### src/rtl/arb_pkg.sv
// rtl/arb_pkg.sv - shared mode/state encodings and index helper for the arbiter
package arb_pkg;

    localparam logic MODE_FIXED = 1'b0;
    localparam logic MODE_RR    = 1'b1;

    typedef enum logic {
        IDLE = 1'b0,
        BUSY = 1'b1
    } state_t;

    // (a + b) mod n for operands already in 0..n-1
    function automatic int wrap_add(input int a, input int b, input int n);
        int s;
        s = a + b;
        return (s >= n) ? s - n : s;
    endfunction

endpackage

### src/rtl/prio_enc_n.sv
// rtl/prio_enc_n.sv - N-input search: highest-index-first, or ascending from a start pointer
module prio_enc_n
    import arb_pkg::*;
#(
    parameter  int N    = 8,
    localparam int IDXW = $clog2(N)
) (
    input  logic [N-1:0]    vec,
    input  logic [IDXW-1:0] start,
    input  logic            desc,
    output logic            found,
    output logic [IDXW-1:0] idx
);

    logic [N-1:0] rot;

    always_comb begin
        found = 1'b0;
        idx   = '0;
        rot   = '0;
        for (int i = 0; i < N; i++) begin
            rot[i] = vec[wrap_add(i, int'(start), N)];
        end
        if (desc) begin
            for (int i = 0; i < N; i++) begin
                if (vec[i]) begin
                    found = 1'b1;
                    idx   = IDXW'(i);
                end
            end
        end else begin
            // Walk downwards so the lowest rotated position is the last write; un-rotate on the way out
            for (int i = N - 1; i >= 0; i--) begin
                if (rot[i]) begin
                    found = 1'b1;
                    idx   = IDXW'(wrap_add(i, int'(start), N));
                end
            end
        end
    end

endmodule

### src/rtl/rr_prio_arbiter.sv
// rtl/rr_prio_arbiter.sv - registered fixed/round-robin arbiter with optional grant lock
module rr_prio_arbiter
    import arb_pkg::*;
#(
    parameter  int N       = 8,
    parameter  int LOCK_EN = 1,
    localparam int IDXW    = $clog2(N)
) (
    input  logic            clk,
    input  logic            rst_n,
    input  logic            en,
    input  logic            mode,
    input  logic [N-1:0]    req,
    output logic [N-1:0]    gnt,
    output logic [IDXW-1:0] gnt_idx,
    output logic            gnt_valid
);

    state_t          state_q, state_d;
    logic [IDXW-1:0] rr_ptr_q, rr_ptr_d;
    logic [N-1:0]    gnt_q, gnt_d;
    logic [IDXW-1:0] gnt_idx_q, gnt_idx_d;

    logic            enc_found;
    logic [IDXW-1:0] enc_idx;
    logic            hold;

    prio_enc_n #(.N(N)) u_enc (
        .vec   (req),
        .start (rr_ptr_q),
        .desc  (mode == MODE_FIXED),
        .found (enc_found),
        .idx   (enc_idx)
    );

    assign hold = (LOCK_EN != 0) && (state_q == BUSY) && req[gnt_idx_q];

    always_comb begin
        state_d   = state_q;
        rr_ptr_d  = rr_ptr_q;
        gnt_d     = gnt_q;
        gnt_idx_d = gnt_idx_q;
        if (en && !hold) begin
            // Release and re-arbitrate share this edge, so a dropped lock never costs a cycle
            if (enc_found) begin
                gnt_d          = '0;
                gnt_d[enc_idx] = 1'b1;
                gnt_idx_d      = enc_idx;
                state_d        = (LOCK_EN != 0) ? BUSY : IDLE;
                if (mode == MODE_RR) begin
                    rr_ptr_d = (enc_idx == IDXW'(N - 1)) ? '0 : enc_idx + 1'b1;
                end
            end else begin
                gnt_d     = '0;
                gnt_idx_d = '0;
                state_d   = IDLE;
            end
        end
    end

    always_ff @(posedge clk) begin
        if (!rst_n) begin
            state_q   <= IDLE;
            rr_ptr_q  <= '0;
            gnt_q     <= '0;
            gnt_idx_q <= '0;
        end else begin
            state_q   <= state_d;
            rr_ptr_q  <= rr_ptr_d;
            gnt_q     <= gnt_d;
            gnt_idx_q <= gnt_idx_d;
        end
    end

    assign gnt       = gnt_q;
    assign gnt_idx   = gnt_idx_q;
    assign gnt_valid = |gnt_q;

endmodule

### config.mk
export PLATFORM = sky130hd
export DESIGN_NAME = rr_prio_arbiter
export DESIGN_NICKNAME = d
export VERILOG_FILES = /design/src/rtl/arb_pkg.sv /design/src/rtl/prio_enc_n.sv /design/src/rtl/rr_prio_arbiter.sv
export SDC_FILE = /design/constraint.sdc
export NUM_CORES = 1
export LEC_CHECK = 0
export CORE_ASPECT_RATIO = 0.7
export CORE_MARGIN = 2
export CORE_UTILIZATION = 55
export CTS_CLUSTER_SIZE = 25
export DETAILED_ROUTE_END_ITERATION = 10
export PLACE_DENSITY = 0.8
export SYNTH_ARGS = -nofsm -noshare
export SYNTH_HDL_FRONTEND = slang
export SYNTH_SLANG_ARGS = --single-unit
### constraint.sdc
create_clock -name clk -period 4 [get_ports clk]
set_clock_uncertainty 0.1 [all_clocks]
set_input_delay 0.6 -clock clk [delete_from_list [all_inputs] [get_ports clk]]
set_output_delay 0.6 -clock clk [all_outputs]
set_load 0.02 [all_outputs]
# Yosys cells after proc, flatten, opt, wreduce, memory -nomap -nowiden
# Cells that the tools add are included.
[word_totals]
romBits = 0
latchBits = 0
ram_bits = 0
inputBits = 12
regBits = 15
memories = 0
output_inout_bits = 12
word_cells = 119
[op_classes]
div_mod_pow = 0
n_mul = 0
reduce_logical = 6
addsub = 16
n_mux = 73
n_shift = 0
n_bitwise = 0
n_lt_le_gt_ge = 19
n_eq_ne = 1
[ops]
columns = ["op", "n"]
rows = [
  ["less-than comparator 32 x 5 -> 1 bit, second input constant", 8],
  ["two-way mux 32 bit", 8],
  ["greater-or-equal comparator 32 x 5 -> 1 bit, second input constant", 7],
  ["subtractor 32 x 5 -> 32 bit, second input constant", 7],
  ["two-way mux 3 bit", 15],
  ["two-way mux 1 bit", 37],
  ["binary-select mux 1 bit (select 3 bit)", 9],
  ["adder 3 x 3 -> 4 bit, first input constant", 4],
  ["adder 2 x 3 -> 4 bit, first input constant", 2],
  ["less-than comparator 3 x 4 -> 1 bit, second input constant", 2],
  ["two-way mux 8 bit", 1],
  ["OR reduction 8 bit", 1],
  ["subtractor 3 x 4 -> 5 bit, second input constant", 1],
  ["adder 1 x 3 -> 4 bit, first input constant", 1],
  ["greater-or-equal comparator 3 x 4 -> 1 bit, second input constant", 1],
  ["two-way mux 2 bit", 2],
  ["adder 3 x 1 -> 3 bit, second input constant", 1],
  ["demux 1 bit (select 3 bit)", 1],
  ["equality test 3 bit, second input constant", 1],
  ["greater-or-equal comparator 3 x 1 -> 1 bit, second input constant", 1],
  ["logical AND 1 bit", 3],
  ["AND reduction 3 bit", 1],
  ["zero test 1 bit", 1],
]

# Depth between registers and ports, before layout
[logic_depth]
ltp_word = 20
depth_mapped = 16
ltp_nobuf = 13

# Hierarchy
# Synthesis repeated with hierarchy kept, for this count alone.
[hier_totals]
hier_cells = 193
hier_area_um2 = 1635.3
[by_module_without_submodules]
columns = ["mod", "seq_area_each_um2", "cells_each", "n_inst", "area_each_um2"]
rows = [
  ["prio_enc_n", 0.0, 110, 1, 840.8],
  ["rr_prio_arbiter", 300.3, 83, 1, 794.5],
]

# Least setup slack after synthesis
# Ideal clock, no wire load.
[synth_timing]
path_type = "register to register"
from = "register rr_ptr_q[1]"
to = "register rr_ptr_q[2]"
required_time_ps = 3838
arrival_ps = 3127
path_stages_with_launch = 14
n_path_buf = 2
setup_time_ps = 62
synth_period_minus_slack_ps = 3290
path_slack_ps = 710
cell_sequence = "dfxtp_1 clkbuf_1 inv_2 ha_1 buf_6 mux4_2 mux2_2 a221oi_2 mux2_4 nand2_4 ha_1 nand3_1 a21o_1 nand3_1"
[synth_via]
elab_chain_len = 17
word_cells_on_any_way = 77
cone_classes = "add/sub (16); order compare (8); eq/ne (1); mux (51); reduce/logical (1)"
[synth_lines]
columns = ["element", "line", "text"]
rows = [
  ["start: declaration", "rr_prio_arbiter.sv:20", "logic [IDXW-1:0] rr_ptr_q, rr_ptr_d;"],
  ["start signal: assignment", "rr_prio_arbiter.sv:69", "rr_ptr_q <= rr_ptr_d;"],
  ["adder 3 x 3 -> 4 bit", "arb_pkg.sv:15", "s = a + b;"],
  ["subtractor 32 x 5 -> 32 bit / greater-or-equal comparator 32 x 5 -> 1 bit (equally long branches)", "arb_pkg.sv:16", "return (s >= n) ? s - n : s;"],
  ["two-way mux 32 bit", "arb_pkg.sv:16", ""],
  ["binary-select mux 1 bit (select 3 bit)", "prio_enc_n.sv:22", "rot[i] = vec[wrap_add(i, int'(start), N)];"],
  ["two-way mux 1 bit (not written as such) (2 in a row)", "prio_enc_n.sv:22", ""],
  ["two-way mux 3 bit (8 in a row)", "prio_enc_n.sv:34", "if (rot[i]) begin"],
  ["two-way mux 3 bit", "prio_enc_n.sv:24", "if (desc) begin"],
  ["adder 3 x 1 -> 3 bit / equality test 3 bit (equally long branches)", "rr_prio_arbiter.sv:51", "rr_ptr_d = (enc_idx == IDXW'(N - 1)) ? '0 : enc_idx + 1'b1;"],
  ["two-way mux 3 bit", "rr_prio_arbiter.sv:51", ""],
]
# Several ways; a longest one is shown, not always the timed one. The select of a mux whose other input is x is not followed.
# A chain may end at the register's enable or synchronous reset.

# Worst setup path in the final report
# Same ends and word-level chain as after synthesis.

==> flow_metrics.env <==
export IMPL_max_cap_violations=0
export IMPL_via_count=1598
export IMPL_cts_max_path_buffers=2
export IMPL_synth_yosys_seq_area_share_pct=18.3
export IMPL_hpwl_mm=3.22
export IMPL_grt_overflow_total=0
export IMPL_first_global_vias=1450
export IMPL_floorplan_die_area_sq_um=3450
export IMPL_fmax_mhz=297
export IMPL_area_share_of_the_largest_cell_type_after_synthesis_pct=18.3
export IMPL_initial_core_util_pct=58.2
export IMPL_status="completed"
export IMPL_tns_ns=0
export IMPL_gp_congestion=0.993
export IMPL_wl_per_cell_microns=18.3
export IMPL_worstPathArrival_ns=3.48
export IMPL_grt_start_max_net_pins=19
export IMPL_ys_ff_latch=15
export IMPL_worst_path_max_fanout=8
export IMPL_tritoncts_num_sinks=15
export IMPL_ioPinCount=24
export IMPL_critical_path_capture_point_type="register"
export IMPL_synth_area_sq_um=1640
export IMPL_tritoncts_clock_tree="yes"
export IMPL_cts_htree_levels=1
export IMPL_route_antenna_remaining_nets=0
export IMPL_placement_setup_worst_slack_ns=0.454
export IMPL_drc=0
export IMPL_critical_path_startpoint_type="register"
export IMPL_yosys_warnings=0
export IMPL_detailedRoute_firstPassIterationCount=5
export IMPL_antenna_diode_count=0
export IMPL_antenna_found_initial=0
export IMPL_dieHeight_microns=49.7
export IMPL_design_area_sq_um=1910
export IMPL_synth_distinct_cells=60
export IMPL_vias_cell=6.80
export IMPL_count_of_final_hold_check_violations=0
export IMPL_postCtsSetupBuffers=0
export IMPL_final_hold_worst_slack_ns=0.399
export IMPL_average_footprint_of_a_synthesized_cell_sq_um=9.08
export IMPL_setup_viol=0
export IMPL_worst_slew_margin_rel_pct=50.3
export IMPL_grt_first_pass_wirelength_mm=7.27
export IMPL_timing_setup_critical_path_class="register to register"
export IMPL_cts_hold_repair_buffers=0
export IMPL_timing_final_max_slew_violations=0
export IMPL_core_sq_um=2820
export IMPL_asyncSetResetFlopFracSynth_pct=0
export IMPL_layout_drive_gt1_share_pct=18.6
export IMPL_ys_flop_type="sky130_fd_sc_hd__dfxtp_1"
export IMPL_finish_net_count=215
export IMPL_worst_slew_pin_transition_ns=0.745
export IMPL_cellLeakagePower_nw=0.709
export IMPL_synth_largest_area_cell="sky130_fd_sc_hd__dfxtp_1"
export IMPL_timing_final_crit_share_pct=84.3
export IMPL_synth_area_leaders="sky130_fd_sc_hd__dfxtp_1, sky130_fd_sc_hd__mux4_2, sky130_fd_sc_hd__nand2_1, sky130_fd_sc_hd__o41ai_2, sky130_fd_sc_hd__mux2i_1"
export IMPL_cts_root_buf="sky130_fd_sc_hd__clkbuf_8"
export IMPL_finalCriticalPeriod_ns=3.37
export IMPL_flow_area_growth_from_synthesis_pct=16.5
export IMPL_drtIter0Drc=201
export IMPL_grt_usage_pct=26.6
export IMPL_worst_hold_path_type="register to register"
export IMPL_wl_mm=4.29
export IMPL_synthesis_nets=196
export IMPL_syn_instance_count=181
export IMPL_worst_ir_drop_vdd_mv=0.309
export IMPL_cts_made_buffers=3
export IMPL_clk_transition_reported_paths_ns=0.07
export IMPL_die_x_microns=69.3
export IMPL_setup_reg_to_reg_worst_slack_ns=0.63
export IMPL_post_route_worst_setup_slack_ns=0.628
export IMPL_insertion_delay_ns=0.26
export IMPL_rsz0062_at_grt="false"
export IMPL_io_buffer_count=23
export IMPL_cts_resized=0
export IMPL_cp_data_required_time_ns=4.10
export IMPL_rows=16
export IMPL_synth_edf_count=0
export IMPL_power_density_cell_area_nw_per_um2=474
export IMPL_placed_area_sq_um=1870
Yosys cell counts, types with 5 or more instances:
master,number
sky130_fd_sc_hd__inv_1,6
sky130_fd_sc_hd__dfxtp_1,15
sky130_fd_sc_hd__nand2b_1,5
sky130_fd_sc_hd__nand3_1,6
sky130_fd_sc_hd__nor4_1,5
sky130_fd_sc_hd__mux4_2,10
sky130_fd_sc_hd__mux2_2,5
sky130_fd_sc_hd__nand2_1,20
sky130_fd_sc_hd__mux2i_1,6
sky130_fd_sc_hd__nor2_1,5
sky130_fd_sc_hd__and2_1,6
sky130_fd_sc_hd__a21oi_1,11
critical path: stages, from the launching register on:
cell and delay [ns]:
sky130_fd_sc_hd__dfxtp_1 0.35, sky130_fd_sc_hd__inv_2 0.08, sky130_fd_sc_hd__ha_1 0.49, sky130_fd_sc_hd__mux4_2 0.64, sky130_fd_sc_hd__mux2i_1 0.20, sky130_fd_sc_hd__nor3_1 0.07, sky130_fd_sc_hd__or3b_1 0.36, sky130_fd_sc_hd__o311ai_1 0.10
sky130_fd_sc_hd__o211a_4 0.25, sky130_fd_sc_hd__inv_2 0.09, sky130_fd_sc_hd__ha_1 0.21, sky130_fd_sc_hd__nor3b_1 0.19, sky130_fd_sc_hd__nand3_1 0.09, sky130_fd_sc_hd__nand3_1 0.10
power by group:
group | internal [W] | switching, W | total (W)
registers | 0.000170 | 0.0000259 | 0.000195
logic | 0.000255 | 0.000324 | 0.000580
clock network | 0.0000709 | 0.0000603 | 0.000131
final timing paths:
check	from	end	depth (start not counted)
setup / recovery	rr_ptr_q[1]	rr_ptr_q[2]	13
hold reg to reg	gnt[2]	gnt[2]	2
hold / removal	gnt[2]	gnt[2]	2
setup reg to reg	rr_ptr_q[1]	rr_ptr_q[2]	13
registers in the layout, summed over array words and instances (netlist names):
name and flops:
gnt 8, gnt_idx 3, rr_ptr_q 3, state_q 1
layout make-up:
cell class	instances	area, sq um
clock buffers	4	45.0
fillers	230	910
inverters	9	33.8
multi-input cells	145	1240
flip-flops and latches	15	300
well taps	36	45.0
repair buffers	26	253
logic make-up (layout without fill, tap and decap cells):
group	Yosys count	count (layout)	share of synthesized area, %
and+or+nand+nor	63	63	20.8
AOI/OAI and AO/OA	51	51	26.3
muxes	24	24	23.8
buffers and inverters	21	39	6.47
DFF	15	15	18.3
xor gates and xnor gates	4	4	2.13
adders and majority gates	3	3	2.29
per-layer routing:
metal	global-route usage [%]	routed length, microns
met5	0	0
met4	5.88	42
met3	7.98	509
met2	37.5	1790
met1	39.7	1950
layout by cell type, fill, tap and decap left out, drive strengths merged, types with 5 or more instances in the layout:
cell	count
mux4	10
nand2b	5
dfxtp	15
clkdlybuf4s50	23
and2	6
mux2	7
nor4	6
nand3	6
inv	8
a21oi	12
mux2i	7
nor2	5
nand2	21
stage by stage:
step                total power (W)  util (%)  std cells
floorplan                  0.000633         -        181
global placement           0.000750      66.2        231
detailed placement         0.000764      66.2        231
CTS                        0.000895      67.8        235
global route               0.000961      67.8        235
finish                     0.000906      67.8        235
No activity file was read; power rests on OpenSTA's default activity.
